## config.mk

```make
export PLATFORM = sky130hd
export DESIGN_NAME = pipe_control_unit
export DESIGN_NICKNAME = d
export VERILOG_FILES = /design/src/rtl/ctrl_pkg.sv /design/src/rtl/ctrl_decoder.sv /design/src/rtl/pipe_control_unit.sv
export SDC_FILE = /design/constraint.sdc
export NUM_CORES = 1
export LEC_CHECK = 0
export CELL_PAD_IN_SITES_DETAIL_PLACEMENT = 2
export CELL_PAD_IN_SITES_GLOBAL_PLACEMENT = 2
export CORE_MARGIN = 8
export CORE_UTILIZATION = 27
export CTS_CLUSTER_SIZE = 25
export DETAILED_ROUTE_END_ITERATION = 8
export PLACE_DENSITY = 0.84
export RECOVER_POWER = 25
export SLEW_MARGIN = 40
export SYNTH_ARGS = -nofsm -noshare
export SYNTH_HDL_FRONTEND = slang
export SYNTH_SLANG_ARGS = --single-unit
```

## constraint.sdc

```tcl
create_clock -name clk_i -period 6.34 [get_ports clk_i]
set_clock_uncertainty 0.05 [all_clocks]
set_input_delay 1.585 -clock clk_i [delete_from_list [all_inputs] [get_ports clk_i]]
set_output_delay 1.585 -clock clk_i [all_outputs]
set_load 0.03 [all_outputs]
```

## src/rtl/ctrl_pkg.sv

```systemverilog
// ctrl_pkg: shared types and encodings for the pipelined control unit.
//   ctrl_t   - 24-bit packed control bundle carried through ID/EX, EX/MEM, MEM/WB
//   OP_*/FN_* - MIPS opcode and funct encodings recognised by the decoder
//   BC_*     - branch comparison codes handed to the branch unit
//   state_t  - HALT drain state machine encoding
package ctrl_pkg;

  typedef struct packed {
    logic       reg_write;
    logic       is_signed;
    logic       reg_dst;
    logic       jump;
    logic       jmp_source;
    logic       jmp_link;
    logic       branch;
    logic       mem_to_reg;
    logic       mem_write;
    logic       mem_read;
    logic [1:0] alu_sel;
    logic [5:0] alu_code;
    logic [5:0] branch_code;
  } ctrl_t;

  localparam logic [5:0] OP_RTYPE  = 6'h00;
  localparam logic [5:0] OP_REGIMM = 6'h01;
  localparam logic [5:0] OP_J      = 6'h02;
  localparam logic [5:0] OP_JAL    = 6'h03;
  localparam logic [5:0] OP_BEQ    = 6'h04;
  localparam logic [5:0] OP_BNE    = 6'h05;
  localparam logic [5:0] OP_BLEZ   = 6'h06;
  localparam logic [5:0] OP_BGTZ   = 6'h07;
  localparam logic [5:0] OP_LW     = 6'h23;
  localparam logic [5:0] OP_SW     = 6'h2B;

  localparam logic [5:0] FN_JR    = 6'h08;
  localparam logic [5:0] FN_MULT  = 6'h18;
  localparam logic [5:0] FN_MULTU = 6'h19;
  localparam logic [5:0] FN_HALT  = 6'h3F;

  localparam logic [5:0] BC_BEQ  = 6'h03;
  localparam logic [5:0] BC_BNE  = 6'h04;
  localparam logic [5:0] BC_BLEZ = 6'h07;
  localparam logic [5:0] BC_BGTZ = 6'h0F;
  localparam logic [5:0] BC_BGEZ = 6'h11;
  localparam logic [5:0] BC_BLTZ = 6'h13;

  localparam logic [5:0] ALU_RTYPE  = 6'h02;
  localparam logic [5:0] ALU_BRANCH = 6'h3F;
  localparam logic [1:0] ALU_SEL_IMM = 2'b01;

  typedef enum logic [1:0] {
    ST_RUN    = 2'd0,
    ST_DRAIN  = 2'd1,
    ST_HALTED = 2'd2
  } state_t;

endpackage

```

## src/rtl/ctrl_decoder.sv

```systemverilog
// ctrl_decoder: purely combinational ID-stage decode.
//   opcode_i, funct_i  - IR[31:26], IR[5:0]
//   rt_i, rd_i         - IR[20:16], IR[15:11]
//   ctrl_o             - control bundle for the instruction
//   dst_o              - resolved destination register (rd, rt, all-ones for JAL, else 0)
//   rt_src_o           - rt is read as a source operand
//   is_halt_o          - instruction is HALT
module ctrl_decoder
  import ctrl_pkg::*;
#(
  parameter int RA_W = 5
) (
  input  logic [5:0]      opcode_i,
  input  logic [5:0]      funct_i,
  input  logic [RA_W-1:0] rt_i,
  input  logic [RA_W-1:0] rd_i,
  output ctrl_t           ctrl_o,
  output logic [RA_W-1:0] dst_o,
  output logic            rt_src_o,
  output logic            is_halt_o
);

  always_comb begin
    ctrl_o    = '0;
    dst_o     = '0;
    rt_src_o  = 1'b0;
    is_halt_o = 1'b0;
    case (opcode_i)
      OP_RTYPE: begin
        ctrl_o.alu_code   = ALU_RTYPE;
        ctrl_o.reg_dst    = 1'b1;
        ctrl_o.reg_write  = !(funct_i inside {FN_MULT, FN_MULTU, FN_JR});
        ctrl_o.jump       = (funct_i == FN_JR);
        ctrl_o.jmp_source = (funct_i == FN_JR);
        dst_o             = rd_i;
        rt_src_o          = 1'b1;
        is_halt_o         = (funct_i == FN_HALT);
      end
      OP_LW: begin
        ctrl_o.is_signed  = 1'b1;
        ctrl_o.alu_sel    = ALU_SEL_IMM;
        ctrl_o.reg_write  = 1'b1;
        ctrl_o.mem_read   = 1'b1;
        ctrl_o.mem_to_reg = 1'b1;
        dst_o             = rt_i;
      end
      OP_SW: begin
        ctrl_o.is_signed = 1'b1;
        ctrl_o.alu_sel   = ALU_SEL_IMM;
        ctrl_o.mem_write = 1'b1;
        rt_src_o         = 1'b1;
      end
      OP_BEQ, OP_BNE, OP_BLEZ, OP_BGTZ: begin
        ctrl_o.branch   = 1'b1;
        ctrl_o.alu_code = ALU_BRANCH;
        case (opcode_i)
          OP_BEQ:  ctrl_o.branch_code = BC_BEQ;
          OP_BNE:  ctrl_o.branch_code = BC_BNE;
          OP_BLEZ: ctrl_o.branch_code = BC_BLEZ;
          default: ctrl_o.branch_code = BC_BGTZ;
        endcase
        rt_src_o = (opcode_i == OP_BEQ) || (opcode_i == OP_BNE);
      end
      OP_REGIMM: begin
        // rt selects the comparison; unknown rt decodes as a full NOP
        if (rt_i == RA_W'(0) || rt_i == RA_W'(1)) begin
          ctrl_o.branch      = 1'b1;
          ctrl_o.alu_code    = ALU_BRANCH;
          ctrl_o.branch_code = (rt_i == RA_W'(0)) ? BC_BLTZ : BC_BGEZ;
        end
      end
      OP_J: begin
        ctrl_o.jump = 1'b1;
      end
      OP_JAL: begin
        ctrl_o.jump      = 1'b1;
        ctrl_o.jmp_link  = 1'b1;
        ctrl_o.reg_write = 1'b1;
        dst_o            = '1;
      end
      default: begin
        ctrl_o.alu_sel   = ALU_SEL_IMM;
        ctrl_o.reg_write = 1'b1;
        ctrl_o.alu_code  = opcode_i;
        dst_o            = rt_i;
      end
    endcase
  end

endmodule

```

## src/rtl/pipe_control_unit.sv

```systemverilog
// pipe_control_unit: pipelined control path between IF/ID and the datapath stage registers.
//   clk_i, rst_i              - clock; synchronous active-low reset
//   id_valid_i, id_*_i        - instruction fields currently in IF/ID
//   ex_redirect_i             - branch unit redirects PC from the instruction in EX
//   id_stall_o, if_flush_o    - hold PC/IF-ID, squash IF-ID
//   {ex,mem,wb}_{valid,ctrl,dst}_o - per-stage control state
//   halted_o                  - pipeline drained after HALT
// Optional build macro CTRL_PERF_CNT_EN adds stall_cnt_o / flush_cnt_o event counters.
//
// state   | meaning
// RUN     | normal issue, hazard and redirect handling
// DRAIN   | HALT accepted; bubbles issued while EX/MEM/WB empty
// HALTED  | pipeline empty, ID held until reset
module pipe_control_unit
  import ctrl_pkg::*;
#(
  parameter int RA_W       = 5,
  parameter int HALT_DRAIN = 3
) (
  input  logic            clk_i,
  input  logic            rst_i,
  input  logic            id_valid_i,
  input  logic [5:0]      id_opcode_i,
  input  logic [5:0]      id_funct_i,
  input  logic [RA_W-1:0] id_rs_i,
  input  logic [RA_W-1:0] id_rt_i,
  input  logic [RA_W-1:0] id_rd_i,
  input  logic            ex_redirect_i,
  output logic            id_stall_o,
  output logic            if_flush_o,
  output logic            ex_valid_o,
  output logic            mem_valid_o,
  output logic            wb_valid_o,
  output ctrl_t           ex_ctrl_o,
  output ctrl_t           mem_ctrl_o,
  output ctrl_t           wb_ctrl_o,
  output logic [RA_W-1:0] ex_dst_o,
  output logic [RA_W-1:0] mem_dst_o,
  output logic [RA_W-1:0] wb_dst_o,
`ifdef CTRL_PERF_CNT_EN
  output logic [31:0]     stall_cnt_o,
  output logic [31:0]     flush_cnt_o,
`endif
  output logic            halted_o
);

  localparam int CNT_W = $clog2(HALT_DRAIN + 1);

  ctrl_t           dec_ctrl;
  logic [RA_W-1:0] dec_dst;
  logic            dec_rt_src;
  logic            dec_is_halt;

  ctrl_decoder #(.RA_W(RA_W)) u_dec (
    .opcode_i  (id_opcode_i),
    .funct_i   (id_funct_i),
    .rt_i      (id_rt_i),
    .rd_i      (id_rd_i),
    .ctrl_o    (dec_ctrl),
    .dst_o     (dec_dst),
    .rt_src_o  (dec_rt_src),
    .is_halt_o (dec_is_halt)
  );

  state_t           state_q, state_d;
  logic [CNT_W-1:0] cnt_q, cnt_d;

  logic            ex_valid_q, mem_valid_q, wb_valid_q;
  ctrl_t           ex_ctrl_q, mem_ctrl_q, wb_ctrl_q;
  logic [RA_W-1:0] ex_dst_q, mem_dst_q, wb_dst_q;

  logic in_run, redirect, load_use, halt_accept, issue;

  // Redirects only matter while running; DRAIN/HALTED already hold ID.
  assign in_run   = (state_q == ST_RUN);
  assign redirect = in_run && ex_redirect_i;

  assign load_use = id_valid_i && ex_valid_q && ex_ctrl_q.mem_read && (ex_dst_q != '0) &&
                    ((ex_dst_q == id_rs_i) || (dec_rt_src && (ex_dst_q == id_rt_i)));

  assign halt_accept = in_run && id_valid_i && dec_is_halt && !load_use && !ex_redirect_i;
  assign issue       = in_run && id_valid_i && !dec_is_halt && !load_use && !ex_redirect_i;

  always_ff @(posedge clk_i) begin
    if (!rst_i) begin
      state_q <= ST_RUN;
      cnt_q   <= '0;
    end else begin
      state_q <= state_d;
      cnt_q   <= cnt_d;
    end
  end

  always_comb begin
    state_d = state_q;
    cnt_d   = cnt_q;
    case (state_q)
      ST_RUN: begin
        if (halt_accept) begin
          state_d = ST_DRAIN;
          cnt_d   = CNT_W'(HALT_DRAIN);
        end
      end
      ST_DRAIN: begin
        // HALTED is entered on the same edge the counter reaches zero
        cnt_d = cnt_q - CNT_W'(1);
        if (cnt_q <= CNT_W'(1)) begin
          state_d = ST_HALTED;
          cnt_d   = '0;
        end
      end
      ST_HALTED: begin
        state_d = ST_HALTED;
      end
      default: begin
        state_d = ST_RUN;
        cnt_d   = '0;
      end
    endcase
  end

  always_comb begin
    id_stall_o = 1'b0;
    if_flush_o = 1'b0;
    halted_o   = 1'b0;
    if (rst_i) begin
      if_flush_o = redirect;
      id_stall_o = !redirect && (load_use || !in_run);
      halted_o   = (state_q == ST_HALTED);
    end
  end

  always_ff @(posedge clk_i) begin
    if (!rst_i) begin
      ex_valid_q  <= 1'b0;
      mem_valid_q <= 1'b0;
      wb_valid_q  <= 1'b0;
      ex_ctrl_q   <= '0;
      mem_ctrl_q  <= '0;
      wb_ctrl_q   <= '0;
      ex_dst_q    <= '0;
      mem_dst_q   <= '0;
      wb_dst_q    <= '0;
    end else begin
      ex_valid_q  <= issue;
      ex_ctrl_q   <= issue ? dec_ctrl : '0;
      ex_dst_q    <= issue ? dec_dst : '0;
      mem_valid_q <= ex_valid_q;
      mem_ctrl_q  <= ex_ctrl_q;
      mem_dst_q   <= ex_dst_q;
      wb_valid_q  <= mem_valid_q;
      wb_ctrl_q   <= mem_ctrl_q;
      wb_dst_q    <= mem_dst_q;
    end
  end

  assign ex_valid_o  = ex_valid_q;
  assign mem_valid_o = mem_valid_q;
  assign wb_valid_o  = wb_valid_q;
  assign ex_ctrl_o   = ex_ctrl_q;
  assign mem_ctrl_o  = mem_ctrl_q;
  assign wb_ctrl_o   = wb_ctrl_q;
  assign ex_dst_o    = ex_dst_q;
  assign mem_dst_o   = mem_dst_q;
  assign wb_dst_o    = wb_dst_q;

`ifdef CTRL_PERF_CNT_EN
  logic [31:0] stall_cnt_q, flush_cnt_q;
  logic        stall_evt;

  assign stall_evt = in_run && load_use && !ex_redirect_i;

  always_ff @(posedge clk_i) begin
    if (!rst_i) begin
      stall_cnt_q <= '0;
      flush_cnt_q <= '0;
    end else if (state_q != ST_HALTED) begin
      if (stall_evt && (stall_cnt_q != '1)) stall_cnt_q <= stall_cnt_q + 32'd1;
      if (redirect && (flush_cnt_q != '1))  flush_cnt_q <= flush_cnt_q + 32'd1;
    end
  end

  assign stall_cnt_o = stall_cnt_q;
  assign flush_cnt_o = flush_cnt_q;
`endif

endmodule

```

==> Word level (Yosys, flattened, before mapping) <==
Cells that the tools add are included.
{ "totals": {"in_bits": 31, "output_inout_bits": 93, "ff_bits": 91, "elab_cells": 134} }
{ "classes": {"n_addsub": 1, "mux": 27, "n_eq_ne": 20, "order_cmp": 1, "reduce_logical": 40, "bitwise": 1} }
{ "op_table": {"columns": ["cell", "n"], "rows": [
  ["== test 6 x 3 -> 1 bit (second input constant)", 4],
  ["case mux 6 bit (4 select lines)", 1],
  ["== test 6 bit (second input constant)", 3],
  ["case mux 5 bit (3 select lines)", 1],
  ["logical AND 1 bit", 14],
  ["== test 6 x 2 -> 1 bit (second input constant)", 2],
  ["== test 6 x 5 -> 1 bit (second input constant)", 2],
  ["two-way mux 12 bit", 1],
  ["case mux 2 bit (3 select lines)", 2],
  ["case mux 4 bit (3 select lines)", 1],
  ["case mux 6 bit (2 select lines)", 1],
  ["two-way mux 1 bit", 11],
  ["== test 5 bit", 2],
  ["two-way mux 2 bit", 5],
  ["case mux 1 bit (2 select lines)", 4],
  ["OR reduction 4 bit", 2],
  ["OR reduction 8 bit", 1],
  ["OR reduction 7 bit", 1],
  ["== test 6 x 1 -> 1 bit (second input constant)", 1],
  ["== test 6 x 4 -> 1 bit (second input constant)", 1],
  ["zero test 1 bit", 6],
  ["zero test 6 bit", 1],
  ["AND reduction 2 bit", 3],
  ["OR reduction 2 bit", 3],
  ["other kinds (14)", 17]
]} }

==> Depth between registers and ports, before layout <==
{ "logic_depth": {"word_depth": 11, "depth_mapped": 7, "mapped_depth_nobuf": 6} }

==> By module <==
Synthesis repeated with hierarchy kept, for this count alone.
{ "unflattened": {"cells_unflattened": 321, "hier_area_um2": 3369.5} }
{ "modules_own_cells": {"columns": ["module", "cells_per_inst", "area_per_inst_um2", "seq_area_each_um2", "n_inst"], "rows": [
  ["pipe_control_unit", 254, 2916.5, 1881.8, 1],
  ["ctrl_decoder", 67, 452.9, 0.0, 1]
]} }

==> Least setup slack after synthesis <==
Ideal clock, no wire load.
{ "synth_path": {"path_type": "input to output", "startpoint": "input id_opcode_i[2]", "endpoint": "output id_stall_o", "arrival_ns": 2.872, "path_buffers": 1, "slack_ns": 1.833, "cell_stages": 6, "required_time_ns": 4.705, "cell_sequence": "buf_4 -> inv_2 -> a2111oi_2 -> o2111ai_4 -> a21oi_1 -> o21a_1"} }
{ "synth_between": {"elab_chain_cells": 9, "word_cells_on_any_way": 16, "classes_between": "5 x eq/ne; 2 x mux; 9 x reduce/logical"} }
{ "synth_lines": {"columns": ["item", "line_no", "source"], "rows": [
  ["start, declared", "pipe_control_unit.sv:23", "input logic [5:0] id_opcode_i,"],
  ["== test 6 x 3 -> 1 bit, or another cell as far along", "ctrl_decoder.sv:28", "case (opcode_i)"],
  ["OR reduction 4 bit, or another cell as far along", "ctrl_decoder.sv:28", null],
  ["case mux 1 bit (2 select lines) (*)", "ctrl_decoder.sv:28", null],
  ["logical AND 1 bit (*)", "pipe_control_unit.sv:79", "((ex_dst_q == id_rs_i) || (dec_rt_src && (ex_dst_q == id_rt_i)));"],
  ["logical OR 1 bit (*)", "pipe_control_unit.sv:79", null],
  ["logical AND 1 bit (*)", "pipe_control_unit.sv:78", "assign load_use = id_valid_i && ex_valid_q && ex_ctrl_q.mem_read && (ex_dst_q != '0) &&"],
  ["logical OR 1 bit (*)", "pipe_control_unit.sv:128", "id_stall_o = !redirect && (load_use || !in_run);"],
  ["logical AND 1 bit (*)", "pipe_control_unit.sv:128", null],
  ["two-way mux 1 bit (*)", "pipe_control_unit.sv:126", "if (rst_i) begin"],
  ["end, declared", "pipe_control_unit.sv:29", "output logic id_stall_o,"]
]} }
Every way passes the cells marked *; elsewhere a longest branch is shown, timed or not.

==> Worst setup path after layout <==
Same ends and word-level chain as after synthesis.

==> qor.yml <==
post-cts-setup-buffers: 0
crit_top_cell: "clkdlybuf4s50_1"
setup_viol: 0
synth.yosys.seq_area_share: 0.560
p_int_uw: 851
rr_worst_depth: 5
power.switching_uw: 292
first_global_vias: 2699
regArea_sq_um: 1700
drtPass1Iterations: 4
synth_area_leaders: "dfxtp_1 (56%), and2_1 (12%), a21oi_1 (3.6%)"
crit_path_end: "id_stall_o"
maxCapViolations: 0
syn_area_sq_um: 3040
clockPowerShare: 0.447
slowest_stage: "clkdlybuf4s50_1"
rsz0062_at_grt: "false"
crit_arrival_ps: 4090
path_clk_slew_ps: 70
critPathCaptureType: "primary output"
comb_power_share: 0.078
crit_start: "id_opcode_i[2]"
met1_usage: 0.150
grt_overflow: 0
grt_busiest_layer: "met2"
ios: 124
met3_usage: 0.0458
cts.sinks: 85
hp-class: "reg -> reg"
r2r_start: "ex_dst_o[0]"
cts_tree: "done"
port_buffers: 117
p_per_area_nw_per_um2: 250
cts_max_level: 3
finalSetupTns_ps: 0
drc: 0
hold_viol_final: 0
std_cell_rows: 38
fin_crit_sh: 0.902
use_met2: 0.216
synth_cell_type_count: 46
min_path_cells: 1
synth_common_cells: "dfxtp_1 (85), and2_1 (56), a21oi_1 (22)"
grt_usage: 0.131
cts_hold_buf: 0
worst_path_largest_cell_delay_ps: 670
cts_buffer_depth: 2
avgSynthCellArea_sq_um: 10.2
antenna_found_initial: 1
period_needed_ps: 5720
grt_pass1_wl_microns: 15000
cellLeakagePower_uw: 0.00172
status: "complete, no violations"
async_flop_share: 0
synth_cells: 298
synth_edf_count: 0
drt-initial-drc-count: 72
die_h_microns: 122
fillers: 1201
drive_gt1_frac: 0.0673
grt_max_degree: 48
r2r-end: "ex_ctrl_o[18]"
synth.most_common_cell: "dfxtp_1"
wl_per_cell_microns: 17.5
die_area_sq_um: 14900
dp_hpwl_microns: 7620
r2r_slack_ps: 4180
nNetsFinal: 445
swShare: 0.256
viasPerCell: 4.49
yosys_most_used_dff: "dfxtp_1"
drtAntennaViolNets: 0
vias: 2502
cp_max_fo: 9
synth_seq_cells: 85
slew_headroom: 0.0339
clk_latency_ps: 340
synth.largest_area_cell: "dfxtp_1"
slew_violations: 0
synth_warnings: 0
routed_wl_microns: 9750
worstMarginPinSlew_ps: 1450
critPathLaunchType: "input port"
multi_input_area_sq_um: 1190
clock.fmax_mhz: 175
start_util: 0.278
critPathKind: "in -> out"
power_uw: 1140
path_cells: "clkdlybuf4s50_1, inv_2, a2111oi_2, o2111ai_4, a21oi_1, o21a_1, clkdlybuf4s50_1"
core_sq_um: 10900
numCtsBuffers: 9
seqPwrFrac: 0.476
area_growth_pct: 50.3
gp_congestion: 0.799
root_buffer: "clkbuf_16"
crit_required_ps: 4700
chipWidth_microns: 122
cts-resized-gates: 0
synth_top_area_share: 0.560
vdd_drop_max_mv: 0.133
logic make-up (layout without fill, tap and decap cells):
logic type,Yosys count,in the layout,synth area share
compound gates,41,41,0.0905
xor+xnor,10,10,0.0288
fa+ha+maj,3,3,0.0123
buf+inv,31,144,0.0543
flops,85,85,0.560
other cells,1,7,0.00123
simple gates,127,127,0.253
layout by cell type, fill, tap and decap left out, drive strengths merged, types with 2 or more instances in the layout:
master,count
clkdlybuf4s50,116
dfxtp,85
and2,56
a21oi,22
nor2,21
nand2,14
inv,13
clkbuf,11
xor2,10
nor3,9
conb,6
nand3,6
nor4,6
and3,4
o21ai,4
nand4,3
ha,3
clkinvlp,3
o31ai,2
or3,2
o211ai,2
o2111ai,2
registers in the layout, indices dropped and copies added (netlist names):
register     cells
ex_dst_o         5
wb_ctrl_o       21
mem_dst_o        5
mem_valid_o      1
wb_valid_o       1
state_q          2
wb_dst_o         5
ex_valid_o       1
mem_ctrl_o      21
ex_ctrl_o       21
cnt_q            2
metrics by stage:
stage / area (sq um) / util / hold WS [ps] / setup slack [ps] / cells
2_1_floorplan: 3060 / - / 425 / 1830 / 303
3_3_place_gp: 4280 / 0.391 / 391 / 668 / 540
3_5_place_dp: 4280 / 0.391 / 399 / 623 / 540
4_1_cts: 4570 / 0.418 / 416 / 597 / 556
5_1_grt: 4570 / 0.418 / 432 / 491 / 557
6_report: 4570 / 0.418 / 412 / 620 / 557
layout make-up:
type,instances,share of cell area
Antenna cell,1,0.000547
Inverter,10,0.00821
Sequential cell,85,0.372
Clock buffer,9,0.0493
Tap cell,140,0.0383
Multi-Input combinational cell,187,0.261
Timing Repair Buffer,118,0.256
Clock inverter,7,0.0148
worst min-delay path by stage:
stage | from | endpoint
2_1_floorplan | cnt_q[1] | cnt_q[1]
3_3_place_gp | mem_ctrl_o[21] | wb_ctrl_o[21]
3_5_place_dp | ex_ctrl_o[7] | mem_ctrl_o[7]
4_1_cts | ex_ctrl_o[7] | mem_ctrl_o[7]
5_1_grt | ex_ctrl_o[10] | mem_ctrl_o[10]
6_report | ex_ctrl_o[7] | mem_ctrl_o[7]
power by group through the flow:
stage | logic, uW | registers [uW] | clock network (uW)
after floorplan | 36.5 | 567 | 0
after global placement | 87.0 | 556 | 0
after detailed placement | 89.5 | 556 | 0
after CTS | 90.1 | 544 | 528
after global routing | 95.2 | 544 | 547
final | 88.6 | 544 | 511
layer usage:
layer,part of all wire,wire length (microns)
met1,0.42,4070
met2,0.50,4830
met3,0.075,732
met4,0.012,117
met5,0,0
critical path, delay by kind of cell:
family	cells	cell delay [ps]
buf+inv	3	1480
compound gates	4	1010
(Power assumes the default switching activity.)
